===== config.mk =====
export PLATFORM = sky130hd
export DESIGN_NAME = tt_sweeper_flat
export DESIGN_NICKNAME = d
export VERILOG_FILES = /design/src/rtl/tt_sweep_pkg.sv /design/src/rtl/tt_sweeper_if.sv /design/src/rtl/tt_err_counter.sv /design/src/rtl/tt_sweeper.sv /design/src/flat_wrapper.sv
export SDC_FILE = /design/constraint.sdc
export NUM_CORES = 1
export LEC_CHECK = 0
export CAP_MARGIN = 10
export CORE_MARGIN = 2
export CORE_UTILIZATION = 50
export CTS_BUF_LIST = sky130_fd_sc_hd__clkbuf_4 sky130_fd_sc_hd__clkbuf_8
export CTS_CLUSTER_SIZE = 16
export DETAILED_ROUTE_END_ITERATION = 16
export PLACE_DENSITY = 0.78
export REMOVE_ABC_BUFFERS = 1
export SYNTH_ARGS = -nofsm -noshare
export SYNTH_HDL_FRONTEND = slang
export SYNTH_SLANG_ARGS = --single-unit
export TNS_END_PERCENT = 5

===== constraint.sdc =====
create_clock -name clk -period 3.02 [get_ports clk]
set_clock_uncertainty 0.05 [all_clocks]
set_input_delay 0.453 -clock clk [delete_from_list [all_inputs] [get_ports clk]]
set_output_delay 0.453 -clock clk [all_outputs]
set_load 0.05 [all_outputs]

===== src/rtl/tt_sweep_pkg.sv =====
// Shared types and width helpers for the truth-table sweeper.
package tt_sweep_pkg;

   typedef enum logic [1:0] {
      IDLE  = 2'd0,
      APPLY = 2'd1,
      DONE  = 2'd2
   } state_t;

   // Per-channel count width: must hold 2^n_in without overflow.
   function automatic int cnt_w(input int n_in);
      return n_in + 1;
   endfunction

   function automatic int hold_w(input int hold);
      return $clog2(hold + 1);
   endfunction

endpackage


===== src/rtl/tt_sweeper_if.sv =====
// Stimulus/result bundle between the sweeper (slave) and the bench/exercise side (master).
interface tt_sweeper_if
   import tt_sweep_pkg::*;
#(
   parameter int N_IN = 4,
   parameter int N_CH = 8
);
   logic                           start;
   logic                           abort;
   logic [N_IN-1:0]                vec;
   logic [N_CH-1:0]                dut_y;
   logic [N_CH-1:0]                ref_y;
   logic                           busy;
   logic                           done;
   logic                           pass;
   logic [N_CH*cnt_w(N_IN)-1:0]    err_cnt;
   logic                           fail_valid;
   logic [N_IN-1:0]                fail_vec;
   logic [N_CH-1:0]                fail_mask;

   modport master (
      output start, abort, dut_y, ref_y,
      input  vec, busy, done, pass, err_cnt, fail_valid, fail_vec, fail_mask
   );

   modport slave (
      input  start, abort, dut_y, ref_y,
      output vec, busy, done, pass, err_cnt, fail_valid, fail_vec, fail_mask
   );
endinterface


===== src/rtl/tt_err_counter.sv =====
// Saturating per-channel mismatch counter with synchronous clear.
module tt_err_counter #(
   parameter int W = 5
) (
   input  logic         clk,
   input  logic         rst,
   input  logic         clr,
   input  logic         inc,
   output logic [W-1:0] cnt
);
   logic [W-1:0] cnt_q;
   logic [W-1:0] cnt_d;

   // Next count: clear wins, otherwise increment and hold at all-ones.
   always_comb begin
      cnt_d = cnt_q;
      if (clr) begin
         cnt_d = {W{1'b0}};
      end else if (inc && (cnt_q != {W{1'b1}})) begin
         cnt_d = cnt_q + W'(1);
      end else begin
         cnt_d = cnt_q;
      end
   end

   // Count register.
   always_ff @(posedge clk or posedge rst) begin
      if (rst) begin
         cnt_q <= {W{1'b0}};
      end else begin
         cnt_q <= cnt_d;
      end
   end

   assign cnt = cnt_q;

endmodule


===== src/rtl/tt_sweeper.sv =====
// Exhaustive truth-table sweeper with per-channel mismatch counts and first-fail capture.
// Define TT_SWEEP_GRAY_EN to issue vectors in reflected Gray-code order instead of binary.
module tt_sweeper
   import tt_sweep_pkg::*;
#(
   parameter int N_IN = 4,
   parameter int N_CH = 8,
   parameter int HOLD = 1
) (
   input  logic          clk,
   input  logic          rst,
   tt_sweeper_if.slave   bus
);
   localparam int CW = cnt_w(N_IN);
   localparam int HW = hold_w(HOLD);
   localparam logic [HW-1:0] HOLD_LAST = HW'(HOLD - 1);

   state_t              state_q;
   logic [N_IN-1:0]     idx_q;
   logic [HW-1:0]       hold_q;
   logic [N_IN-1:0]     vec_q;
   logic                busy_q;
   logic                done_q;
   logic                pass_q;
   logic                fail_valid_q;
   logic [N_IN-1:0]     fail_vec_q;
   logic [N_CH-1:0]     fail_mask_q;

   logic                launch_s;
   logic                sample_s;
   logic                last_s;
   logic [N_CH-1:0]     mismatch_s;
   logic [N_CH-1:0]     inc_s;
   logic [N_CH*CW-1:0]  err_cnt_s;

   function automatic logic [N_IN-1:0] map_vec(input logic [N_IN-1:0] i);
`ifdef TT_SWEEP_GRAY_EN
      return i ^ (i >> 1);
`else
      return i;
`endif
   endfunction

   // Sweep control decodes; abort suppresses both launch and sampling.
   always_comb begin
      launch_s   = bus.start && !bus.abort && ((state_q == IDLE) || (state_q == DONE));
      sample_s   = (state_q == APPLY) && (hold_q == HOLD_LAST) && !bus.abort;
      last_s     = (idx_q == {N_IN{1'b1}});
      mismatch_s = bus.dut_y ^ bus.ref_y;
      if (sample_s) begin
         inc_s = mismatch_s;
      end else begin
         inc_s = {N_CH{1'b0}};
      end
   end

   for (genvar k = 0; k < N_CH; k++) begin : g_ch
      tt_err_counter #(.W(CW)) u_cnt (
         .clk (clk),
         .rst (rst),
         .clr (launch_s),
         .inc (inc_s[k]),
         .cnt (err_cnt_s[k*CW +: CW])
      );
   end

   // Sweep FSM with registered status and first-fail capture.
   always_ff @(posedge clk or posedge rst) begin
      if (rst) begin
         state_q      <= IDLE;
         idx_q        <= {N_IN{1'b0}};
         hold_q       <= {HW{1'b0}};
         vec_q        <= {N_IN{1'b0}};
         busy_q       <= 1'b0;
         done_q       <= 1'b0;
         pass_q       <= 1'b0;
         fail_valid_q <= 1'b0;
         fail_vec_q   <= {N_IN{1'b0}};
         fail_mask_q  <= {N_CH{1'b0}};
      end else begin
         case (state_q)
            IDLE, DONE: begin
               if (bus.abort) begin
                  state_q <= IDLE;
                  done_q  <= 1'b0;
                  pass_q  <= 1'b0;
               end else if (launch_s) begin
                  state_q      <= APPLY;
                  idx_q        <= {N_IN{1'b0}};
                  hold_q       <= {HW{1'b0}};
                  vec_q        <= map_vec({N_IN{1'b0}});
                  busy_q       <= 1'b1;
                  done_q       <= 1'b0;
                  pass_q       <= 1'b0;
                  fail_valid_q <= 1'b0;
                  fail_vec_q   <= {N_IN{1'b0}};
                  fail_mask_q  <= {N_CH{1'b0}};
               end else begin
                  state_q <= state_q;
               end
            end
            APPLY: begin
               if (bus.abort) begin
                  state_q <= IDLE;
                  busy_q  <= 1'b0;
               end else if (sample_s) begin
                  if ((mismatch_s != {N_CH{1'b0}}) && !fail_valid_q) begin
                     fail_valid_q <= 1'b1;
                     fail_vec_q   <= vec_q;
                     fail_mask_q  <= mismatch_s;
                  end else begin
                     fail_valid_q <= fail_valid_q;
                  end
                  if (last_s) begin
                     state_q <= DONE;
                     busy_q  <= 1'b0;
                     done_q  <= 1'b1;
                     pass_q  <= !fail_valid_q && (mismatch_s == {N_CH{1'b0}});
                  end else begin
                     idx_q  <= idx_q + N_IN'(1);
                     vec_q  <= map_vec(idx_q + N_IN'(1));
                     hold_q <= {HW{1'b0}};
                  end
               end else begin
                  hold_q <= hold_q + HW'(1);
               end
            end
            default: begin
               state_q <= IDLE;
               busy_q  <= 1'b0;
               done_q  <= 1'b0;
               pass_q  <= 1'b0;
            end
         endcase
      end
   end

   assign bus.vec        = vec_q;
   assign bus.busy       = busy_q;
   assign bus.done       = done_q;
   assign bus.pass       = pass_q;
   assign bus.err_cnt    = err_cnt_s;
   assign bus.fail_valid = fail_valid_q;
   assign bus.fail_vec   = fail_vec_q;
   assign bus.fail_mask  = fail_mask_q;

endmodule

===== src/flat_wrapper.sv =====
// flat-port wrapper written by rule: the top's interface ports become plain ports
module tt_sweeper_flat import tt_sweep_pkg::*;
#(
   parameter int N_IN = 4,
   parameter int N_CH = 8,
   parameter int HOLD = 1
)
  (clk, rst, bus_start, bus_abort, bus_dut_y, bus_ref_y, bus_vec, bus_busy, bus_done, bus_pass, bus_err_cnt, bus_fail_valid, bus_fail_vec, bus_fail_mask);
  tt_sweeper_if #(.N_IN(N_IN), .N_CH(N_CH)) bus_i ();
  input  logic clk;
  input  logic rst;
  input wire logic [$bits(bus_i.start)-1:0] bus_start;
  input wire logic [$bits(bus_i.abort)-1:0] bus_abort;
  input wire logic [$bits(bus_i.dut_y)-1:0] bus_dut_y;
  input wire logic [$bits(bus_i.ref_y)-1:0] bus_ref_y;
  output wire logic [$bits(bus_i.vec)-1:0] bus_vec;
  output wire logic [$bits(bus_i.busy)-1:0] bus_busy;
  output wire logic [$bits(bus_i.done)-1:0] bus_done;
  output wire logic [$bits(bus_i.pass)-1:0] bus_pass;
  output wire logic [$bits(bus_i.err_cnt)-1:0] bus_err_cnt;
  output wire logic [$bits(bus_i.fail_valid)-1:0] bus_fail_valid;
  output wire logic [$bits(bus_i.fail_vec)-1:0] bus_fail_vec;
  output wire logic [$bits(bus_i.fail_mask)-1:0] bus_fail_mask;
  assign bus_i.start = bus_start;
  assign bus_i.abort = bus_abort;
  assign bus_i.dut_y = bus_dut_y;
  assign bus_i.ref_y = bus_ref_y;
  assign bus_vec = bus_i.vec;
  assign bus_busy = bus_i.busy;
  assign bus_done = bus_i.done;
  assign bus_pass = bus_i.pass;
  assign bus_err_cnt = bus_i.err_cnt;
  assign bus_fail_valid = bus_i.fail_valid;
  assign bus_fail_vec = bus_i.fail_vec;
  assign bus_fail_mask = bus_i.fail_mask;
  tt_sweeper #(.N_IN(N_IN), .N_CH(N_CH), .HOLD(HOLD)) u_core (.clk(clk), .rst(rst), .bus(bus_i));
endmodule

### Yosys cells after proc, flatten, opt, wreduce, memory -nomap -nowiden

Cells that the tools add are included.

| cells by class | value |
|---|---|
| bitwise logic cells | 2 |
| reductions and logical operators | 36 |
| add/subtract/negate cells | 10 |
| equal/unequal tests | 22 |
| mux-type cells | 64 |

Operator list:

| kind | number |
|---|---|
| 5-bit 2-to-1 mux | 16 |
| 8-bit 2-to-1 mux | 6 |
| 5-bit by 1-bit adder with 5-bit output, second input constant | 8 |
| 5-bit != test, second input constant | 8 |
| 4-bit 2-to-1 mux | 8 |
| 1-bit 2-to-1 mux | 20 |
| 2-bit nonzero test | 9 |
| 4-bit case mux with 2 select lines | 2 |
| 8-bit case mux with 2 select lines | 1 |
| 1-bit logical AND | 14 |
| 6-bit AND reduction | 2 |
| 2-bit 2-to-1 mux | 5 |
| 2-bit != test, second input constant | 5 |
| 1-bit case mux with 2 select lines | 5 |
| 8-bit logical NOT | 1 |
| 4-bit AND reduction | 2 |
| 8-bit nonzero test | 1 |
| 8-bit XOR | 1 |
| 3-bit by 2-bit != test with 1-bit output, second input constant | 2 |
| 3-bit != test, second input constant | 2 |
| 5-bit AND reduction | 1 |
| 4-bit by 1-bit adder with 4-bit output, second input constant | 1 |
| 4-bit equality test, second input constant | 1 |
| 2-bit by 1-bit != test with 1-bit output, second input constant | 2 |
| other kinds (10) | 11 |

| word-level totals | value |
|---|---|
| register bits | 63 |
| word-level logic and storage cells | 151 |
| bits of input ports | 20 |
| output and inout bits | 60 |

### Depth between registers and ports, before layout

| depth | value |
|---|---|
| depth after elaboration | 7 |
| gate-level depth with buffers | 6 |

### Modules after synthesis

A second synthesis with hierarchy kept.

| unflattened totals | value |
|---|---|
| cell total of the unflattened synthesis | 323 |
| area total of the unflattened synthesis | 3256.9 µm² |

By module, submodules not included:

| module | instances | area an instance (µm²) | cells an instance | sequential area each (µm²) |
|---|---|---|---|---|
| tt_err_counter | 8 | 261.5 | 26 | 125.1 |
| tt_sweeper | 1 | 1164.9 | 115 | 575.6 |

### Worst setup path before layout

OpenSTA, ideal clock, no wires.

| timing path | value |
|---|---|
| path kind | register to register |
| from | reg u_core.g_ch[2].u_cnt.cnt_q[0] |
| to | reg u_core.g_ch[2].u_cnt.cnt_q[1] |
| path buffers | 0 |
| arrival time | 1.837 ns |
| period minus slack after synthesis | 2.020 ns |
| library setup time | 0.132 ns |
| stages on the path, launching flop included | 7 |
| slack | 1.000 ns |
| path through | dfrtp_1 > ha_1 > and3_1 > ha_1 > nor3_2 > mux2i_1 > nor2_1 |

| between the ends | value |
|---|---|
| cells in the longest elaborated chain, start to end | 3 |

Ends and longest elaborated chain:

| element | RTL line | RTL |
|---|---|---|
| start, declared | tt_err_counter.sv:11 | `logic [W-1:0] cnt_q;` |
| start signal, assigned | tt_err_counter.sv:29 | `cnt_q <= {W{1'b0}};` |
| start signal, assigned | tt_err_counter.sv:31 | `cnt_q <= cnt_d;` |
| 5-bit by 1-bit adder with 5-bit output / 5-bit != test (equally long branches) | tt_err_counter.sv:20, tt_err_counter.sv:19 |  |
| 5-bit 2-to-1 mux / 1-bit logical AND (equally long branches) | tt_err_counter.sv:19 | `end else if (inc && (cnt_q != {W{1'b1}})) begin` |
| 5-bit 2-to-1 mux / 2-bit nonzero test (equally long branches) | -- |  |

Parallel ways exist; a longest one is shown, timed or not. The select of a mux whose other input is x is not followed.
A chain may end at the register's enable or synchronous reset.

### Worst setup path in the final report

| timing path | value |
|---|---|
| from | in bus_abort |
| to | reg u_core.fail_vec_q[0], in the netlist u_core.bus.fail_vec[0] |

| between the ends | value |
|---|---|
| cells in the longest elaborated chain, start to end | 5 |

Ends and longest elaborated chain:

| element | RTL line | RTL |
|---|---|---|
| start, declared | flat_wrapper.sv:13 | `input wire logic [$bits(bus_i.abort)-1:0] bus_abort;` |
| 1-bit logical NOT | tt_sweeper.sv:46, tt_sweeper.sv:47 |  |
| 1-bit logical AND (2 in a row) | tt_sweeper.sv:46 | `launch_s = bus.start && !bus.abort && ((state_q == IDLE) \|\| (state_q == DONE));` |
| 2-bit != test (no source line) | -- |  |
| 6-bit AND reduction (no source line) * | -- |  |
| end signal, assigned | tt_sweeper.sv:78 | `fail_vec_q <= {N_IN{1'b0}};` |
| end signal, assigned | tt_sweeper.sv:96 | `fail_vec_q <= {N_IN{1'b0}};` |
| end signal, assigned | tt_sweeper.sv:109 | `fail_vec_q <= vec_q;` |
| end, declared | tt_sweeper.sv:26 | `logic [N_IN-1:0] fail_vec_q;` |

Every way passes the cells marked *; elsewhere a longest branch is shown, timed or not.

==> impl_metrics.csv <==
group,metric,value,unit
die,rows,29,
logic_synthesis,netlist_instances,305,
clocking,cts_buffers,9,
logic_synthesis,synth_cell_types,37,
cells_and_area,multiInputGateArea,1580,um2
logic_synthesis,ys_seq_area_share,48.0,%
timing,fin_tns_setup,0,ps
timing,tightest_slew,603,ps
route,vias,2596,
placement,place_congestion,0.829,
route,m1WireLength,3.16,mm
logic_synthesis,async_flop_share,100,%
die,die_area,7230,um2
clocking,clock_path_buffers,2,
timing,setup_violations,0,
route,drc_errors,0,
route,drt-initial-drc-count,105,
timing,fmax,430,MHz
clocking,cts_tree,"yes",
logic_synthesis,synth_top_family_by_area,"simple AND/OR/NAND/NOR gates",
route,totalWireLength,7.24,mm
route,dr_wl_met3,395,um
die,start_util,51.7,%
die,placeableCoreArea,6350,um2
pwr,power,2.66,mW
clocking,postCtsHoldBufs,0,
logic_synthesis,ys_ff_latch,63,
logic_synthesis,synthXorXnorAreaFrac,8.77,%
timing,fin_crit_sh,77.1,%
pwr,power_density,609,nW/um2
worst_setup_path,cp-end-kind,"flop",
die,fp.dieW,85.0,um
timing,timing.hold.ws,463,ps
placement,place.port_buffers,79,
worst_setup_path,critPathRequiredTime,3220,ps
global_route,track_usage,21.4,%
worst_setup_path,cp.arrival,2520,ps
clocking,cts_setup_buffers,0,
cells_and_area,drive_above_1_share,12.8,%
cells_and_area,diodes,0,
logic_synthesis,synth_area,3280,um2
logic_synthesis,synth_flop_cell,"dfrtp_1",
logic_synthesis,synth-compound-area-share,7.97,%
clocking,cts_resized,0,
job,cap_violations,0,
timing,slew_headroom,59.5,%
clocking,clk_pin_slew,70,ps
worst_setup_path,cp-start-kind,"input pin",
logic_synthesis,synth.cells.most_frequent,"dfrtp_1 (63), nor2_1 (36), xnor2_1 (31), nand2_1 (26), ha_1 (17)",
cells_and_area,seqCellArea,1580,um2
clocking,clock_latency,330,ps
die,io_pins,80,
timing,final_hold_viol_count,0,
clocking,cts.sinks,63,
die,die_height,85.0,um
logic_synthesis,synthTopCellsByArea,"dfrtp_1 (48%), xnor2_1 (8.3%), ha_1 (6.5%)",
clocking,root_buffer,"clkbuf_8",
global_route,grt_overflow,0,
global_route,antenna_found_initial,0,
logic_synthesis,synth-simple-area-share,22.5,%
logic_synthesis,yosys.area.top_type,"dfrtp_1",
global_route,grt_pass1_wl,12.2,mm
min_path,hp-class,"in -> async",
worst_setup_path,critPathKind,"in -> reg",
logic_synthesis,yosys_warnings,0,
worst_setup_path,ff2ff_path_depth,5,
logic_synthesis,synth_top_cell_area_share,48.0,%
logic_synthesis,synth.avg_cell_area,10.8,um2
outcome,outcome,"finished, final reports clean",
route,post_drt_via_cell_ratio,5.47,
timing,rsz0062_at_grt,"no",
cells_and_area,layout-area-overhead-vs-synth,33.2,%
logic_synthesis,synth_fa_ha_area_share,6.48,%
route,dr.max_layer_used,"met4",
cells_and_area,fillers,482,
logic_synthesis,synth.most_common_cell,"dfrtp_1",
worst_setup_path,crit_fanout,10,
route,wl_per_cell,15.2,um
global_route,grt_pass1_vias,2574,
clocking,htreeDepth,3,
logic_synthesis,synthMuxAreaShare,2.44,%
route,wl_met2,3.60,mm
timing,finalCriticalPeriod,2330,ps
timing,drv_slew,0,
placement,hpwl,5.24,mm
pwr,leakagePower,1.88,nW
route,antenna_left,0,
global_route,grt_max_degree,43,
route,first_pass_iters,4,
pwr,max-vdd-ir-drop,0.000391,V
cells_and_area,layout.nets,430,
logic_synthesis,synth_edf_count,0,
-- critical path, cell delays in order --
cell and delay (ps):
clkdlybuf4s50_1 500, or4b_1 560, buf_4 200, nand2b_1 300
o21bai_1 290, o22ai_1 200
-- layout make-up --
type | count | area share, %
Tap cell | 77 | 2.20
Clock inverter | 4 | 1.03
Multi-Input combinational cell | 215 | 36.2
Clock buffer | 12 | 3.49
Timing Repair Buffer | 88 | 19.6
Sequential cell | 63 | 36.1
Inverter | 16 | 1.37
-- layer usage --
metal  GRT usage, %  up-vias
li1               -     1243
met2           34.8       70
met4           6.20        0
met5              0        -
met3           5.93        8
met1           28.2     1275
-- registers in the layout, summed over array words and instances (netlist names) --
name and cells:
u_core.bus.pass 1, u_core.idx_q 4, u_core.bus.done 1, u_core.hold_q 1, u_core.g_ch.u_cnt.cnt 40, u_core.state_q 2
u_core.bus.busy 1, u_core.bus.fail_mask 8, u_core.bus.fail_valid 1, u_core.bus.fail_vec 4
-- through the flow --
stage	util [%]	area, um2	setup slack, ps	instances
floorplan	-	3220	635	294
global placement	65.7	4170	458	459
detailed placement	65.7	4170	335	459
CTS	68.8	4370	708	475
global route	68.8	4370	574	475
finish	68.8	4370	693	475
-- path summary, 6_finish.rpt --
| kind | from | endpoint | slack (ps) |
|---|---|---|---|
| max | bus_abort | u_core.bus.fail_vec[0] | 690 |
| min | rst | u_core.g_ch[0].u_cnt.cnt[4] | 460 |
| max reg2reg | u_core.hold_q | u_core.bus.fail_vec[0] | 900 |
| min reg2reg | u_core.bus.done | u_core.bus.done | 470 |
| max in group asynchronous | rst | u_core.bus.fail_mask[2] | 1770 |
| min in group clk | u_core.bus.done | u_core.bus.done | 470 |
-- placed cells by master, fill, tap and decap left out, drive strengths merged, types with 10 or more instances in the layout --
cell type and instances:
nand3 11, ha 17, dfrtp 63, nor2 36
clkbuf 12, nor3 10, clkdlybuf4s50 79, o21ai 13
inv 16, xnor2 32, nand2 26
-- cells by family (layout without fill, tap and decap cells) --
group,count (synthesis),count (layout)
buffers and inverters,27,120
AO/OA/AOI/OAI,39,39
XOR/XNOR,32,32
multiplexers,8,8
adder cells (fa/ha/maj),17,17
AND/OR/NAND/NOR,119,119
flip-flops,63,63
-- power by group --
part	switching, mW	internal (mW)
registers	0.110	0.942
clock network	0.320	0.418
logic	0.563	0.308
Note: power is estimated with default switching activity, not from simulation.
